**src/rtl/hazard_unit.sv**
```systemverilog
// Decode-side hazard detector: tracks EX/MEM destinations, registers ALU forwarding selects,
// stalls one cycle on load-use, and counts load-use stall cycles with saturation.
module hazard_unit #(
  parameter int REG_AW = 5,
  parameter int CNT_W  = 32
) (
  input  logic              i_clk,
  input  logic              i_rst_n,
  input  logic              i_id_valid,
  input  logic [REG_AW-1:0] i_id_rs1,
  input  logic [REG_AW-1:0] i_id_rs2,
  input  logic              i_id_use_rs1,
  input  logic              i_id_use_rs2,
  input  logic [REG_AW-1:0] i_id_rd,
  input  logic              i_id_rd_wen,
  input  logic              i_id_is_load,
  input  logic              i_flush,
  input  logic              i_mem_busy,
  output logic              o_stall,
  output logic              o_frwd_alu_op1,
  output logic              o_frwd_mem_op1,
  output logic              o_frwd_alu_op2,
  output logic              o_frwd_mem_op2,
  output logic [CNT_W-1:0]  o_stall_cnt
);

  typedef enum logic {RUN, LU_STALL} state_t;

  state_t              state;
  logic [REG_AW-1:0]   ex_rd, mem_rd;
  logic                ex_wen, ex_load, mem_wen;

  logic src1_ok, src2_ok, ex_writes, mem_writes;
  logic hit_ex1, hit_ex2, hit_mem1, hit_mem2;
  logic lu, bubble;

  // An x0 destination never produces a value worth forwarding.
  assign ex_writes  = ex_wen  & (ex_rd  != '0);
  assign mem_writes = mem_wen & (mem_rd != '0);
  assign src1_ok    = i_id_valid & i_id_use_rs1 & (i_id_rs1 != '0);
  assign src2_ok    = i_id_valid & i_id_use_rs2 & (i_id_rs2 != '0);

  assign hit_ex1  = src1_ok & ex_writes  & (ex_rd  == i_id_rs1);
  assign hit_ex2  = src2_ok & ex_writes  & (ex_rd  == i_id_rs2);
  assign hit_mem1 = src1_ok & mem_writes & (mem_rd == i_id_rs1);
  assign hit_mem2 = src2_ok & mem_writes & (mem_rd == i_id_rs2);

  // After a load-use stall the load sits in MEM, so a retried decode can never re-trigger.
  assign lu      = (state == RUN) & ex_load & (hit_ex1 | hit_ex2) & ~i_mem_busy;
  assign o_stall = (lu & ~i_flush) | i_mem_busy;
  assign bubble  = i_flush | lu | ~i_id_valid;

  // NOTE: all state uses non-blocking assignments so every register samples pre-edge values.
  always_ff @(posedge i_clk) begin
    if (!i_rst_n) begin
      state          <= RUN;
      ex_rd          <= '0;
      ex_wen         <= 1'b0;
      ex_load        <= 1'b0;
      mem_rd         <= '0;
      mem_wen        <= 1'b0;
      o_frwd_alu_op1 <= 1'b0;
      o_frwd_mem_op1 <= 1'b0;
      o_frwd_alu_op2 <= 1'b0;
      o_frwd_mem_op2 <= 1'b0;
      o_stall_cnt    <= '0;
    end else if (!i_mem_busy) begin
      mem_rd  <= ex_rd;
      mem_wen <= ex_wen;

      if (bubble) begin
        ex_rd          <= '0;
        ex_wen         <= 1'b0;
        ex_load        <= 1'b0;
        o_frwd_alu_op1 <= 1'b0;
        o_frwd_mem_op1 <= 1'b0;
        o_frwd_alu_op2 <= 1'b0;
        o_frwd_mem_op2 <= 1'b0;
      end else begin
        ex_rd          <= i_id_rd;
        ex_wen         <= i_id_rd_wen;
        ex_load        <= i_id_is_load;
        o_frwd_alu_op1 <= hit_ex1;
        o_frwd_mem_op1 <= hit_mem1 & ~hit_ex1;
        o_frwd_alu_op2 <= hit_ex2;
        o_frwd_mem_op2 <= hit_mem2 & ~hit_ex2;
      end

      case (state)
        RUN:      state <= (lu && !i_flush) ? LU_STALL : RUN;
        LU_STALL: state <= RUN;
        default:  state <= RUN;
      endcase

      if (lu && !i_flush && (o_stall_cnt != {CNT_W{1'b1}}))
        o_stall_cnt <= o_stall_cnt + CNT_W'(1);
    end
  end

endmodule

```
**config.mk**
```make
export PLATFORM = sky130hd
export DESIGN_NAME = hazard_unit
export DESIGN_NICKNAME = d
export VERILOG_FILES = /design/src/rtl/hazard_unit.sv
export SDC_FILE = /design/constraint.sdc
export NUM_CORES = 1
export LEC_CHECK = 0
export CORE_MARGIN = 3
export CORE_UTILIZATION = 30
export CTS_CLUSTER_DIAMETER = 60
export DETAILED_ROUTE_END_ITERATION = 8
export PLACE_DENSITY = 0.5
export RECOVER_POWER = 50
export SLEW_MARGIN = 30
export SYNTH_ARGS = -nofsm -noshare
export SYNTH_HDL_FRONTEND = slang
export SYNTH_SLANG_ARGS = --single-unit
export TNS_END_PERCENT = 30
```
**constraint.sdc**
```tcl
create_clock -name i_clk -period 2.9 [get_ports i_clk]
set_input_delay 0.29 -clock i_clk [delete_from_list [all_inputs] [get_ports i_clk]]
set_output_delay 0.29 -clock i_clk [all_outputs]
set_load 0.03 [all_outputs]
```
# After elaboration in Yosys (flattened, before gate mapping)
# Cells that the tools add are included.
[classes] reduce_logical=8 addsub=1 muxes=9 eq_ne=5 bitwise_logic=30
[op_table] op="$add A32 B1 Y32 const B" count=1
[op_table] op="$ne A32 B32 Y1 const B" count=1
[op_table] op="$and A1 B1 Y1" count=20
[op_table] op="$eq A5 B5 Y1" count=4
[op_table] op="$reduce_bool A5 Y1" count=4
[op_table] op="$mux W1" count=7
[op_table] op="$not A1 Y1" count=6
[op_table] op="$mux W5" count=1
[op_table] op="$or A1 B1 Y1" count=4
[op_table] op="$logic_and A1 B1 Y1" count=2
[op_table] op="$pmux W1 S2" count=1
[op_table] op="$reduce_and A2 Y1" count=1
[op_table] op="$logic_not A1 Y1" count=1
[totals] regBits=50 wordCells=64 output_inout_bits=37

# Logic depth before layout (Yosys ltp)
# Gate-level depths: netlist (run 1).
[logic_depth] ltp_word=10 depth_mapped=9 ltp_nobuf=7

# Least setup slack after synthesis (run 1)
# OpenSTA, ideal clock, no wires.
[synth_timing] kind="register -> register" startpoint="register o_stall_cnt[6]" endpoint="register o_stall_cnt[1]" arrival_ns=2.179 stages_incl_launch_ff=9 setup_slack_ns=0.594 synth_period_minus_slack_ns=2.306 setup_time_ns=0.128 path_cell_list="dfxtp_1 > and4_4 > nand4_4 > or4_4 > o211ai_4 > buf_6 > buf_6 > mux2i_1 > nor2_1"
[synth_via] elab_chain_cells=3
[synth_rtl] item="from (decl)" line="24" text="output logic [CNT_W-1:0] o_stall_cnt"
[synth_rtl] item="from (signal assigned)" line="96" text="o_stall_cnt <= o_stall_cnt + CNT_W'(1);"
[synth_rtl] item="$ne A32 B32 Y1" line="95" text="if (lu && !i_flush && (o_stall_cnt != {CNT_W{1'b1}}))"
[synth_rtl] item="$logic_and A1 B1 Y1" line="95"
[synth_rtl] item="$reduce_and A2 Y1 (no source line)"
# Every way passes these cells.
# A chain may end at the register's enable or synchronous reset.

# Worst setup path in the final report (run 1)
[layout_timing] startpoint="input port i_id_rs1[1]" endpoint="output port o_stall"
[layout_via] elab_chain_cells=9 word_cells_on_any_way=10 classes_between="eq/ne: 1; bitwise: 8; reduce/logical: 1"
[layout_rtl] item="from (decl)" line="10" text="input logic [REG_AW-1:0] i_id_rs1,"
[layout_rtl] item="$reduce_bool A5 Y1" line="40" text="assign src1_ok = i_id_valid & i_id_use_rs1 & (i_id_rs1 != '0);"
[layout_rtl] item="$and A1 B1 Y1" line="40"
[layout_rtl] item="$and A1 B1 Y1" line="43" text="assign hit_ex1 = src1_ok & ex_writes & (ex_rd == i_id_rs1);"
[layout_rtl] item="$and A1 B1 Y1 *" line="43"
[layout_rtl] item="$or A1 B1 Y1 *" line="49" text="assign lu = (state == RUN) & ex_load & (hit_ex1 | hit_ex2) & ~i_mem_busy;"
[layout_rtl] item="$and A1 B1 Y1 * (2 in series)" line="49"
[layout_rtl] item="$and A1 B1 Y1 *" line="50" text="assign o_stall = (lu & ~i_flush) | i_mem_busy;"
[layout_rtl] item="$or A1 B1 Y1 *" line="50"
[layout_rtl] item="to (decl)" line="19" text="output logic o_stall,"
# Every way passes the cells marked *; elsewhere a longest branch is shown, timed or not.

==> summary.md, run 1 <==
| Metric | Value |
|---|---|
| Crit path capture type | `output port` |
| CTS tree | `done` |
| Residual DRC | `0` |
| Leak | `0.00130 uW` |
| Mux cell area share after synthesis | `0.0419` |
| Cells after synthesis | `287` |
| Diode count | `0` |
| Avg Inst Size Synth | `9.16 um^2` |
| DP HPWL | `5.00 mm` |
| Post-route ant nets | `0` |
| Tot Pwr | `1290 uW` |
| Initial antenna violation count | `0` |
| Post-Syn Area | `2630 um^2` |
| Worst rel slew slack | `-0.0831` |
| Std-Cell Rows | `33` |
| Peak Freq | `408 MHz` |
| Simple-gate share of the synthesized area | `0.279` |
| Netlist cell types | `44` |
| Sw power | `281 uW` |
| HP Class | `reg2reg` |
| Highest routed layer | `met4` |
| Post-synthesis xor/xnor area fraction | `0.0733` |
| Metal3 WL | `293 um` |
| Met2 routed WL | `3.18 mm` |
| Worst-margin pin slew | `1.62 ns` |
| Worst Path Required | `2.61 ns` |
| Fin Clk Skew | `0.00889 ns` |
| Share of post-route cells with drive strength above 1 | `0.111` |
| Fin nets | `384` |
| Final Hold Fails | `0` |
| Setup total negative slack | `0 ns` |
| Gpl congestion | `0.818` |
| RSZ-0062 raised after global routing | `false` |
| CP Max Fanout | `2` |
| Clock tree root buffer cell | `clkbuf_8` |
| Max IR drop VDD | `0.000174 V` |
| Met1 WL | `3.18 mm` |
| Vias | `2373` |
| Vias per inst | `5.10` |
| Syn_nets | `312` |
| Post-synthesis sequential area ratio | `0.381` |
| Comb pwr share | `0.081` |
| WL/cell | `14.4 um` |
| Largest family of logic cells by synthesized area | `simple AND/OR/NAND/NOR gates` |
| TritonCTS buffer count | `5` |
| Initial Util | `0.314` |
| Seq cells post-synth | `50` |
| Reg power frac | `0.540` |
| Max Cap Viol | `1` |
| Failing checks | `capacitance limit, slew limit` |
| Top post-synthesis cells by area | `dfxtp_1, a21oi_1, xnor2_1` |
| Top Ports | `61` |
| CTS Sinks | `50` |
| Status | `finished with violations` |
| Post-synth top flop | `dfxtp_1` |
| IO buf count | `60` |
| Drt total wl | `6.70 mm` |
| WS Path Type | `in2out` |
| Clock Latency Late Sink | `0.30 ns` |
| Final Setup Violations | `0` |
| Die Area | `9930 um^2` |
| DIE WIDTH | `99.6 um` |
| Share of the synthesized area in the top cell type | `0.381` |
| Clock share of power | `0.379` |
| Asr flop ratio synth | `0` |
| Crit path DAT | `2.16 ns` |
| Grt ovf | `0` |
| Int Power | `1010 uW` |
| First-pass GRT wire length | `11.2 mm` |
| CTS clk-pin slew, worst paths | `0.09 ns` |
| YS warnings | `0` |
| Sw frac | `0.218` |
| DR pass1 iterations | `4` |
| Min Clock Period, post-route | `2.45 ns` |
| Post-Synth Adder-Cell Area | `0.00476` |
| Final core occ | `0.417` |
| GRT Total Usage | `0.139` |
| Compound-Gate Fraction of Synth Area | `0.171` |
| Vias in the first global route | `2271` |
| Post-synth EDFFs | `0` |
| Power Density | `368 nW/um^2` |
| Critical path startpoint category | `input pin` |
| Final worst-path cycle share | `0.844` |
| Synth area leader | `dfxtp_1` |
| Slew Limit Fails | `36` |
| Area growth, synth to finish | `33.0%` |
| Max Buffers Root-to-Sink | `2` |
| Die Ht | `99.6 um` |
| Core box area | `8380 um^2` |
| CTS H-tree depth | `2` |
| Initial DRC Count | `49` |
| Largest net degree at the start of global routing | `36` |
metrics by stage:
step           setup slack, ns  cells  instance area (um^2)  hold slack, ns
6_report                 0.451    465                  3500           0.461
3_3_place_gp             0.117    455                  3380           0.441
5_1_grt                  0.313    465                  3500           0.503
2_1_floorplan            0.594    287                  2630           0.394
4_1_cts                 0.0958    463                  3480           0.467
3_5_place_dp             0.103    455                  3380           0.453
state kept, by name, indices dropped and copies added, names as in the netlist:
signal,cells
ex_rd,5
o_frwd_mem_op2,1
o_stall_cnt,32
o_frwd_alu_op2,1
ex_wen,1
mem_wen,1
ex_load,1
state,1
o_frwd_mem_op1,1
o_frwd_alu_op1,1
mem_rd,5
final timing paths:
| check | to | from | slack, ns | cells after the start |
|---|---|---|---|---|
| max | o_stall | i_id_rs1[1] | 0.45 | 8 |
| min | state | state | 0.46 | 2 |
| max reg2reg | o_stall_cnt[1] | ex_rd[0] | 0.61 | 8 |
| min reg2reg | state | state | 0.46 | 2 |
metal layers:
metal / track usage / vias to the layer above
met5: 0 / -
met4: 0.0336 / 0
met3: 0.0309 / 4
met2: 0.227 / 50
met1: 0.187 / 1092
li1: - / 1227
cells by family (layout without fill, tap and decap cells):
group	Yosys count	count (layout)
DFF	50	50
buffers and inverters	17	90
and+or+nand+nor	116	116
muxes	11	11
xor gates and xnor gates	22	22
adders and majority gates	1	1
AOI/OAI and AO/OA	70	70
critical path: stages:
cell	delay [ns]
clkdlybuf4s50_1	0.41
or4_1	0.51
o211ai_1	0.20
buf_4	0.16
nor4_4	0.04
o21bai_1	0.21
o21bai_1	0.09
dlymetal6s2s_1	0.25
layout make-up:
class | instances | area, um^2
fill | 872 | 4880
multi-input combinational | 220 | 1500
sequential | 50 | 1000
clock buffer | 7 | 76.3
timing repair buffer | 78 | 747
tap | 105 | 131
inverter | 4 | 15.0
clock inverter | 1 | 30.0
synth_stat cells, types with 9 or more instances:
| cell type | number |
|---|---|
| nor2_1 | 13 |
| nand2_1 | 20 |
| o21ai_0 | 11 |
| or3_1 | 14 |
| a22o_1 | 10 |
| dfxtp_1 | 50 |
| mux2i_1 | 11 |
| or4_1 | 11 |
| a21oi_1 | 25 |
| nand3_1 | 16 |
| xnor2_1 | 14 |
| o31ai_1 | 9 |
cells in the final DEF, fill, tap and decap left out, types with 2 or more instances in the layout:
| cell type | Yosys | layout |
|---|---|---|
| a21oi_1 | 25 | 25 |
| a22o_1 | 10 | 10 |
| and2_1 | 2 | 2 |
| and4_1 | 3 | 3 |
| buf_4 | 0 | 16 |
| clkbuf_1 | 5 | 3 |
| clkbuf_8 | 3 | 5 |
| clkdlybuf4s50_1 | 0 | 22 |
| dfxtp_1 | 50 | 50 |
| dlygate4sd3_1 | 0 | 37 |
| inv_1 | 3 | 3 |
| mux2i_1 | 11 | 11 |
| nand2_1 | 20 | 20 |
| nand2b_1 | 5 | 5 |
| nand3_1 | 16 | 16 |
| nand4_1 | 6 | 6 |
| nor2_1 | 13 | 13 |
| nor3_1 | 4 | 4 |
| nor4_1 | 6 | 6 |
| nor4_4 | 2 | 2 |
| o211ai_1 | 2 | 2 |
| o21ai_0 | 11 | 11 |
| o21ai_1 | 7 | 7 |
| o21bai_1 | 2 | 2 |
| o31ai_1 | 9 | 9 |
| or3_1 | 14 | 14 |
| or3_2 | 4 | 4 |
| or4_1 | 11 | 11 |
| xnor2_1 | 14 | 14 |
| xor2_1 | 8 | 8 |
power groups by stage:
stage	logic, uW	clock network [uW]	registers, uW
2_1_floorplan	50.5	0	709
3_3_place_gp	104	0	711
3_5_place_dp	105	0	711
4_1_cts	105	509	695
5_1_grt	115	540	696
6_report	105	488	695
timing repair:
| item | in CTS | in global routing |
|---|---|---|
| endpoints found under the hold margin | 0 | 0 |
| resized for setup | 0 | 1 |
| endpoints found under the setup margin | 0 | 1 |
| buffers inserted | 0 | 2 |
| hold buffers | 0 | 0 |
No activity file was read; power rests on OpenSTA's default activity.
==> inputs of run 2 (changes only) <==
==> constraint.sdc (replaced) <==
create_clock -name i_clk -period 2.3 [get_ports i_clk]
set_input_delay 0.23 -clock i_clk [delete_from_list [all_inputs] [get_ports i_clk]]
set_output_delay 0.23 -clock i_clk [all_outputs]
set_load 0.03 [all_outputs]
==> run 2 against run 1 <==
Net effect: the run now ends clean; non-clock buffer count increased by 29; final area increased by 5.6%; total power increased by 18%; first-iteration DRC count decreased by 24%; hold slack improved by 0.0038 ns; critical path depth increased by 2; clock power about the same; register-to-register slack got worse by 0.52 ns; core utilization increased by 2.3 points; via count increased by 4.6%; combinational power increased by 42%.
==> summary.md, run 2 (synthesis gave the netlist of run 1 again) <==
| Metric | Value |
|---|---|
| Setup total negative slack | `0 ns (unchanged)` |
| Final worst-path cycle share | `0.983` |
| Gpl congestion | `0.802 (-1.9%)` |
| CP max stage delay | `0.51 ns (about the same)` |
| CP Buf/Inv Count | `4 (+1)` |
| DIE WIDTH | `99.6 um (unchanged)` |
| Post-route ant nets | `0 (unchanged)` |
| CTS clk-pin slew, worst paths | `0.09 ns (about the same)` |
| Grt ovf | `0 (unchanged)` |
| Fin nets | `413 (+7.6%)` |
| HP Class | `reg2reg` |
| Std-Cell Rows | `33 (unchanged)` |
| Most flops, register | `o_stall_cnt` |
| Final Setup Violations | `0 (unchanged)` |
| Clock tree root buffer cell | `clkbuf_8` |
| Peak Freq | `442 MHz` |
| Critical path startpoint category | `input pin` |
| Crit path capture type | `flop` |
| Worst Path Required | `2.54 ns (-0.07 ns)` |
| Vias in the first global route | `2295 (+1.1%)` |
| TritonCTS buffer count | `5 (unchanged)` |
| Most frequent cells in the layout | `dfxtp_1, buf_4, dlygate4sd3_1, a21oi_1, clkdlybuf4s50_1` |
| Top Ports | `61 (unchanged)` |
| Slew Limit Fails | `0 (-100%)` |
| Die Ht | `99.6 um (unchanged)` |
| Final Hold Fails | `0 (unchanged)` |
| Status | `completed` |
| First-pass GRT wire length | `11.2 mm (-0.74%)` |
| CTS Sinks | `50 (unchanged)` |
| Die Area | `9930 um^2 (unchanged)` |
| RSZ-0062 raised after global routing | `true` |
| DR pass1 iterations | `4 (unchanged)` |
| CP Max Fanout | `36 (+34)` |
| Largest net degree at the start of global routing | `37 (+2.8%)` |
| Crit-path cells | `clkdlybuf4s50_1 > or4_1 > o211ai_1 > buf_4 > nor4_4 > buf_4 > o211ai_4 > buf_12 > or4_1 > a21oi_2` |
| WS Path Type | `in2reg` |
| Most common cell after layout, fill and taps aside | `dfxtp_1` |
| Top delay family on crit path | `buffers and inverters` |
| GRT Total Usage | `0.138 (-0.000796)` |
| WL/cell | `13.8 um (-4.0%)` |
| Clock Latency Late Sink | `0.30 ns (about the same)` |
| Residual DRC | `0 (unchanged)` |
| Initial DRC Count | `37 (-24%)` |
| Max Cap Viol | `0 (-1)` |
| Vias | `2481 (+4.6%)` |
| Max IR drop VDD | `0.000212 V (+22%)` |
| Final core occ | `0.441 (+0.0234)` |
| Area growth, synth to finish | `40.5%` |
| CTS H-tree depth | `2 (unchanged)` |
| Min Clock Period, post-route | `2.26 ns` |
| Max reg flops | `32 (unchanged)` |
| Power Density | `409 nW/um^2 (+11%)` |
| Vias per inst | `5.03 (-1.4%)` |
| Initial antenna violation count | `0 (unchanged)` |
| Fin Clk Skew | `0.00879 ns (-0.000102 ns)` |
| Crit path DAT | `2.50 ns (+0.34 ns)` |
| Max Buffers Root-to-Sink | `2 (unchanged)` |
| Core box area | `8380 um^2 (unchanged)` |
| Share of post-route cells with drive strength above 1 | `0.186 (+0.0745)` |
| CTS tree | `done` |
| Biggest regs | `o_stall_cnt x32, ex_rd x5, mem_rd x5` |
| Worst-margin pin slew | `0.572 ns (-1.05 ns)` |
| Worst path slowest cell | `clkdlybuf4s50_1` |
| DP HPWL | `5.19 mm (+3.8%)` |
| Initial Util | `0.314 (unchanged)` |
| Diode count | `0 (unchanged)` |
| Worst rel slew slack | `0.619 (+0.702)` |
| IO buf count | `60 (unchanged)` |
| Leak | `0.00142 uW (+9.7%)` |
| Drt total wl | `6.82 mm (+1.7%)` |
==> run 2: power by group <==
| group | switching, uW | internal (uW) |
|---|---|---|
| combinational | 64.0 | 85.2 |
| clock | 278 | 210 |
| sequential | 6.33 | 869 |
| total | 349 | 1160 |
==> run 2: worst reg2reg max path, cell delays in order, from the launching register on <==
cell and delay [ns]:
dfxtp_1 0.47, or4_1 0.20, o21ai_4 0.08, nor4_4 0.30
buf_4 0.19, o211ai_4 0.09, buf_12 0.18, or4_1 0.50
a21oi_2 0.15
==> run 2: final timing paths <==
path                     from               to  slack [ns]  cells after the start
setup / recovery  i_id_rs1[4]  o_stall_cnt[20]        0.04                     10
hold / removal          state            state        0.47                      2
setup reg to reg     ex_rd[2]  o_stall_cnt[20]        0.09                      8
hold reg to reg         state            state        0.47                      2
==> run 2: final cells by class <==
type | instances | area (um^2)
timing repair buffer | 107 | 960
tap | 105 | 131
multi-input combinational | 220 | 1510
fill | 865 | 4690
clock buffer | 7 | 76.3
inverter | 4 | 15.0
sequential | 50 | 1000
==> run 2: layer usage <==
| metal | vias up | part of all wire | GRT usage | wire length (um) |
|---|---|---|---|---|
| met2 | 52 | 0.48 | 0.229 | 3260 |
| li1 | 1282 | - | - | - |
| met5 | - | 0 | 0 | 0 |
| met3 | 8 | 0.043 | 0.0281 | 290 |
| met4 | 0 | 0.012 | 0.0410 | 84 |
| met1 | 1139 | 0.47 | 0.182 | 3180 |
==> run 2: repair_timing <==
item	CTS	global route
pin swaps	1	6
gates resized for setup	7	2
buffers inserted	0	4
hold buffers	0	0
endpoints found under the setup margin	5	26
==> run 2: stage by stage <==
| step | instance area [um^2] | total power [uW] | worst slack [ns] | std cells | hold slack (ns) |
|---|---|---|---|---|---|
| after floorplan | 2630 | 957 | 0.0105 | 287 | 0.334 |
| after global placement | 3580 | 1040 | -0.353 | 482 | 0.442 |
| after detailed placement | 3580 | 1040 | -0.368 | 482 | 0.454 |
| after CTS | 3660 | 1540 | 0.0366 | 489 | 0.471 |
| after global routing | 3690 | 1590 | -0.0304 | 493 | 0.508 |
| final | 3690 | 1510 | 0.0397 | 493 | 0.465 |
==> inputs of run 3 (changes only) <==
--- a/config.mk
+++ b/config.mk
@@ -5,6 +5,7 @@
 export SDC_FILE = /design/constraint.sdc
 export NUM_CORES = 1
 export LEC_CHECK = 0
+export CAP_MARGIN = 10
 export CORE_MARGIN = 3
 export CORE_UTILIZATION = 30
 export CTS_CLUSTER_DIAMETER = 60
==> results of run 3 <==
No change in the layout: final DEF, timing and power equal those of run 2.
